$ cat src/rtl/join_result_packer.sv
// Packs hash-join probe results into 4-slot output lines.
// Emits full lines, then one final (possibly empty) line with m_last.
module join_result_packer #(
  parameter bit DROP_UNJOINED = 1'b1
) (
  input  logic         clk,
  input  logic         resetn,
  input  logic         in_valid,
  output logic         in_ready,
  input  logic [127:0] in_data,
  input  logic [63:0]  in_serialnum,
  input  logic         in_was_joined,
  input  logic         in_last_processed,
  output logic         m_valid,
  input  logic         m_ready,
  output logic [511:0] m_data,
  output logic [3:0]   m_keep,
  output logic [63:0]  m_first_serial,
  output logic         m_last,
  output logic [63:0]  joined_count,
  output logic [63:0]  probed_count,
  output logic         done
);

  typedef enum logic [1:0] {
    COLLECT,
    EMIT,
    FLUSH,
    DONE
  } state_t;

  state_t     state;
  logic [1:0] fill_cnt;
  logic       store;

  assign store = in_was_joined | ~DROP_UNJOINED;

  // Packer FSM: slots are written in place so every output is a flop.
  always_ff @(posedge clk) begin
    if (!resetn) begin
      state          <= COLLECT;
      in_ready       <= 1'b1;
      m_valid        <= 1'b0;
      m_data         <= '0;
      m_keep         <= '0;
      m_first_serial <= '0;
      m_last         <= 1'b0;
      joined_count   <= '0;
      probed_count   <= '0;
      done           <= 1'b0;
      fill_cnt       <= '0;
    end else begin
      unique case (state)
        COLLECT: begin
          if (in_valid) begin
            probed_count <= probed_count + 64'd1;
            if (in_was_joined)
              joined_count <= joined_count + 64'd1;
            if (store) begin
              m_data[{fill_cnt, 7'd0} +: 128] <= in_data;
              m_keep[fill_cnt] <= 1'b1;
              if (fill_cnt == 2'd0)
                m_first_serial <= in_serialnum;
              fill_cnt <= fill_cnt + 2'd1;
              if (fill_cnt == 2'd3) begin
                state    <= EMIT;
                in_ready <= 1'b0;
                m_valid  <= 1'b1;
                m_last   <= 1'b0;
              end
            end
          end else if (in_last_processed) begin
            state    <= FLUSH;
            in_ready <= 1'b0;
            m_valid  <= 1'b1;
            m_last   <= 1'b1;
          end
        end
        EMIT: begin
          if (m_ready) begin
            state          <= COLLECT;
            in_ready       <= 1'b1;
            m_valid        <= 1'b0;
            m_data         <= '0;
            m_keep         <= '0;
            m_first_serial <= '0;
            fill_cnt       <= '0;
          end
        end
        FLUSH: begin
          if (m_ready) begin
            state   <= DONE;
            m_valid <= 1'b0;
            m_last  <= 1'b0;
            done    <= 1'b1;
          end
        end
        DONE: begin
          state <= DONE;
        end
      endcase
    end
  end

endmodule

$ cat config.mk
export PLATFORM = sky130hd
export DESIGN_NAME = join_result_packer
export DESIGN_NICKNAME = d
export VERILOG_FILES = /design/src/rtl/join_result_packer.sv
export SDC_FILE = /design/constraint.sdc
export NUM_CORES = 1
export LEC_CHECK = 0
export ABC_AREA = 1
export CAP_MARGIN = 10
export CORE_AREA = 2 2 358 360
export DETAILED_ROUTE_END_ITERATION = 10
export DIE_AREA = 0 0 360 362
export PLACE_DENSITY = 0.53
export SLEW_MARGIN = 0
export SYNTH_ARGS = -nofsm -noshare
export SYNTH_HDL_FRONTEND = slang
export SYNTH_SLANG_ARGS = --single-unit
$ cat constraint.sdc
create_clock -name clk -period 1.8 [get_ports clk]
set_input_delay 0.45 -clock clk [delete_from_list [all_inputs] [get_ports clk]]
set_output_delay 0.45 -clock clk [all_outputs]
set_load 0.05 [all_outputs]
==> flow_summary.yaml, run 1 <==
status:
  status: "complete, but fails checks"
  violations: "negative setup slack"
global_route:
  grt_first_pass_wirelength_mm: 224.2
  overflow: 0
  antenna_found_initial: 6
  grt_pass1_vias: 33780
  gr-usage-all-layers: 0.2282
  grt_max_degree: 92
power_and_ir_drop:
  p_sw_frac: 0.4816
  power.leakage_nw: 26.22
  intPower_mw: 56.44
  switching_power_mw: 52.45
  combinationalPowerShare: 0.611
  ir_worst_vdd_v: 0.001064
  powerDensity_nw_per_um2: 2011
  p_clk_frac: 0.175
  p_seq_frac: 0.215
  power.total_mw: 108.9
routing:
  drtIter0Drc: 2541
  ant_nets: 0
  drc: 0
  wl_per_cell_um: 20.64
  viasPerCell: 4.537
  wl_mm: 166.2
  route.vias.total: 36550
  first_pass_iters: 5
floorplan:
  initial_core_util: 0.2559
  rows: 131
  die_x_um: 360
  die_area_um2: 130300
  io_pins: 910
  design.core.area_um2: 126700
  dieHeight_um: 362
clocking:
  clockRootBuffer: "clkbuf_16"
  cts.sinks: 716
  cts_buffers: 90
  h-tree-depth: 3
  path_clk_slew_ns: 0.06
  cts_tree: "built"
  worst_skew_pair.late_latency_ns: 0.70
  clk_path_buf_depth: 3
sta:
  slew-limit-headroom: 0.3930
  fin_skew_ns: 0.02478
  setup_violations: 729
  hold_violations: 0
  tns_ns: -143.29
  finalMaxSlewViolations: 0
  rsz0062_at_grt: "true"
  maxClockFrequency_mhz: 464.4
  finalWorstSetupSlack_ns: -0.3535
  period_needed_ns: 2.153
  post-route-period-util: 1.196
  tightest_slew_ns: 0.9104
finish:
  final_area_um2: 54160
  nNetsFinal: 6532
  mostFrequentLayoutCells: "nand2_1, buf_4, nor2_1"
  final_core_util: 0.4274
  fin_cells: 8055
  mostFrequentLayoutCell: "nand2_1"
  area_growth_syn_to_layout_pct: 67.03
  drive_above_1_share: 0.3169
worst_setup_path:
  crit_required_ns: 2.41
  startpoint_type: "flip-flop"
  cp-end-kind: "flip-flop"
  cp_max_fo: 7
  worstPathArrival_ns: 2.77
  crit_type: "reg -> reg"
yosys:
  syn_area_um2: 32420
  async_flop_share: 0
  synthCells: 5040
  ys_ff_latch: 716
  ys_types: 34
  syn-mean-instance-area_um2: 6.433
  ys.flop_type: "dfxtp_1"
  synth_edf_count: 0
  synth_fp_nets: 5252
  synth-seq-area-share: 0.4421
  ys_warn_count: 0
place:
  place.gp.congestion: 0.9073
  placed_area_um2: 45470
  dp_cells: 7754
  dp_hpwl_mm: 114.9
  io_buffers: 909
run:
  drv_cap: 0
hold_path:
  worstHoldPathType: "in -> reg"
-- metrics by stage --
| step | hold WS [ns] | setup WS, ns |
|---|---|---|
| after detailed placement | 0.4332 | -0.6367 |
| after global routing | 0.3364 | -0.4213 |
| after global placement | 0.4301 | -0.5696 |
| after CTS | 0.2975 | -0.3035 |
| after floorplan | 0.4975 | -0.02864 |
| final | 0.3722 | -0.3535 |
-- power groups by stage --
stage	combinational [mW]	clock [mW]	sequential, mW
finish	66.5	19.0	23.4
global route	70.7	20.1	23.8
CTS	57.2	19.5	23.2
detailed placement	52.8	0	23.4
global placement	52.5	0	23.3
floorplan	17.7	0	38.3
-- metal layers --
layer / share of wire / GRT usage / routed length, um
met2: 0.47 / 0.3808 / 77670
met5: 0.00016 / 0 / 27
met4: 0.040 / 0.09581 / 6707
met1: 0.42 / 0.2748 / 69220
met3: 0.076 / 0.06406 / 12580
-- kinds of logic (layout without fill, tap and decap cells) --
group / count (synthesis) / after routing / synth area share
DFF: 716 / 716 / 0.4421
adders and majority gates: 14 / 14 / 0.005403
AOI/OAI and AO/OA: 817 / 817 / 0.1273
buffers and inverters: 1076 / 2427 / 0.1293
xor gates and xnor gates: 27 / 27 / 0.007293
other: 0 / 2 / 0
and+or+nand+nor: 2390 / 2390 / 0.2886
-- cell usage after synthesis (9+ instances only) --
library cell     n  area [um^2]
dfxtp_1        716        14330
nor3b_1          9        67.56
buf_2          110        550.5
buf_1           26        97.59
nor3_1          85        425.4
ha_1            14        175.2
nor2_1         843         3164
a21oi_1        629         3148
o21ai_0        167        835.8
xor2_1          20        175.2
nand2_1       1318         4947
nand4_1         35        219.0
nand3_1         83        415.4
clkbuf_1       146        548.0
inv_1          786         2950
-- area by class of cell --
class	instances	area (um^2)
fillers	12900	72540
multi-input cells	3248	16410
repair buffers	1472	15190
flip-flops and latches	716	14390
inverters	792	3004
clock buffers	134	2719
well taps	1662	2079
clock inverters	29	357.8
diodes	2	5.005
-- flip-flops by register name (all words and copies together) (netlist names) --
| signal | cells |
|---|---|
| m_data | 512 |
| joined_count | 64 |
| m_first_serial | 64 |
| probed_count | 64 |
| m_keep | 4 |
| fill_cnt | 2 |
| state | 2 |
| done | 1 |
| in_ready | 1 |
| m_last | 1 |
| m_valid | 1 |
-- worst max-delay path, stage by stage (launching register included) --
cell and delay [ns]:
dfxtp_2 0.33, inv_4 0.08, buf_12 0.10, ha_4 0.15, inv_2 0.05, a21oi_2 0.12, nand2_2 0.11, inv_2 0.10
buf_12 0.14, nand2_4 0.06, o21ai_4 0.08, buf_12 0.18, buf_16 0.16, clkbuf_16 0.19, o21ai_2 0.05, nor2_1 0.12
-- final timing paths --
check | cells after the start | from | endpoint | slack [ns]
worst max register to register | 15 | state[1]$_SDFFE_PN0P_ | m_data[22]$_SDFFE_PN0P_ | -0.35
worst max-delay path | 15 | state[1]$_SDFFE_PN0P_ | m_data[22]$_SDFFE_PN0P_ | -0.35
worst min register to register | 2 | m_keep[2]$_SDFFE_PN0P_ | m_keep[2]$_SDFFE_PN0P_ | 0.44
worst min-delay path | 3 | in_serialnum[50] | m_first_serial[50]$_SDFFE_PN0P_ | 0.37
-- timing repair --
| item | 4_1_cts | 5_1_grt |
|---|---|---|
| hold buffers | 1 | 0 |
| resized for setup | 219 | 727 |
| gates cloned | 16 | 65 |
| setup buffers | 23 | 36 |
| setup endpoints to repair | 844 | 843 |
| hold endpoints to repair | 2 | 0 |
| pin swaps | 29 | 271 |
No activity file was read; power rests on OpenSTA's default activity.
==> run 2: changes to the inputs <==
--- a/config.mk
+++ b/config.mk
@@ -11,7 +11,7 @@
 export DETAILED_ROUTE_END_ITERATION = 10
 export DIE_AREA = 0 0 360 362
 export PLACE_DENSITY = 0.53
-export SLEW_MARGIN = 0
+export SLEW_MARGIN = 10
 export SYNTH_ARGS = -nofsm -noshare
 export SYNTH_HDL_FRONTEND = slang
 export SYNTH_SLANG_ARGS = --single-unit
==> results of run 2 <==
No change in the layout: final DEF, timing and power equal those of run 1.
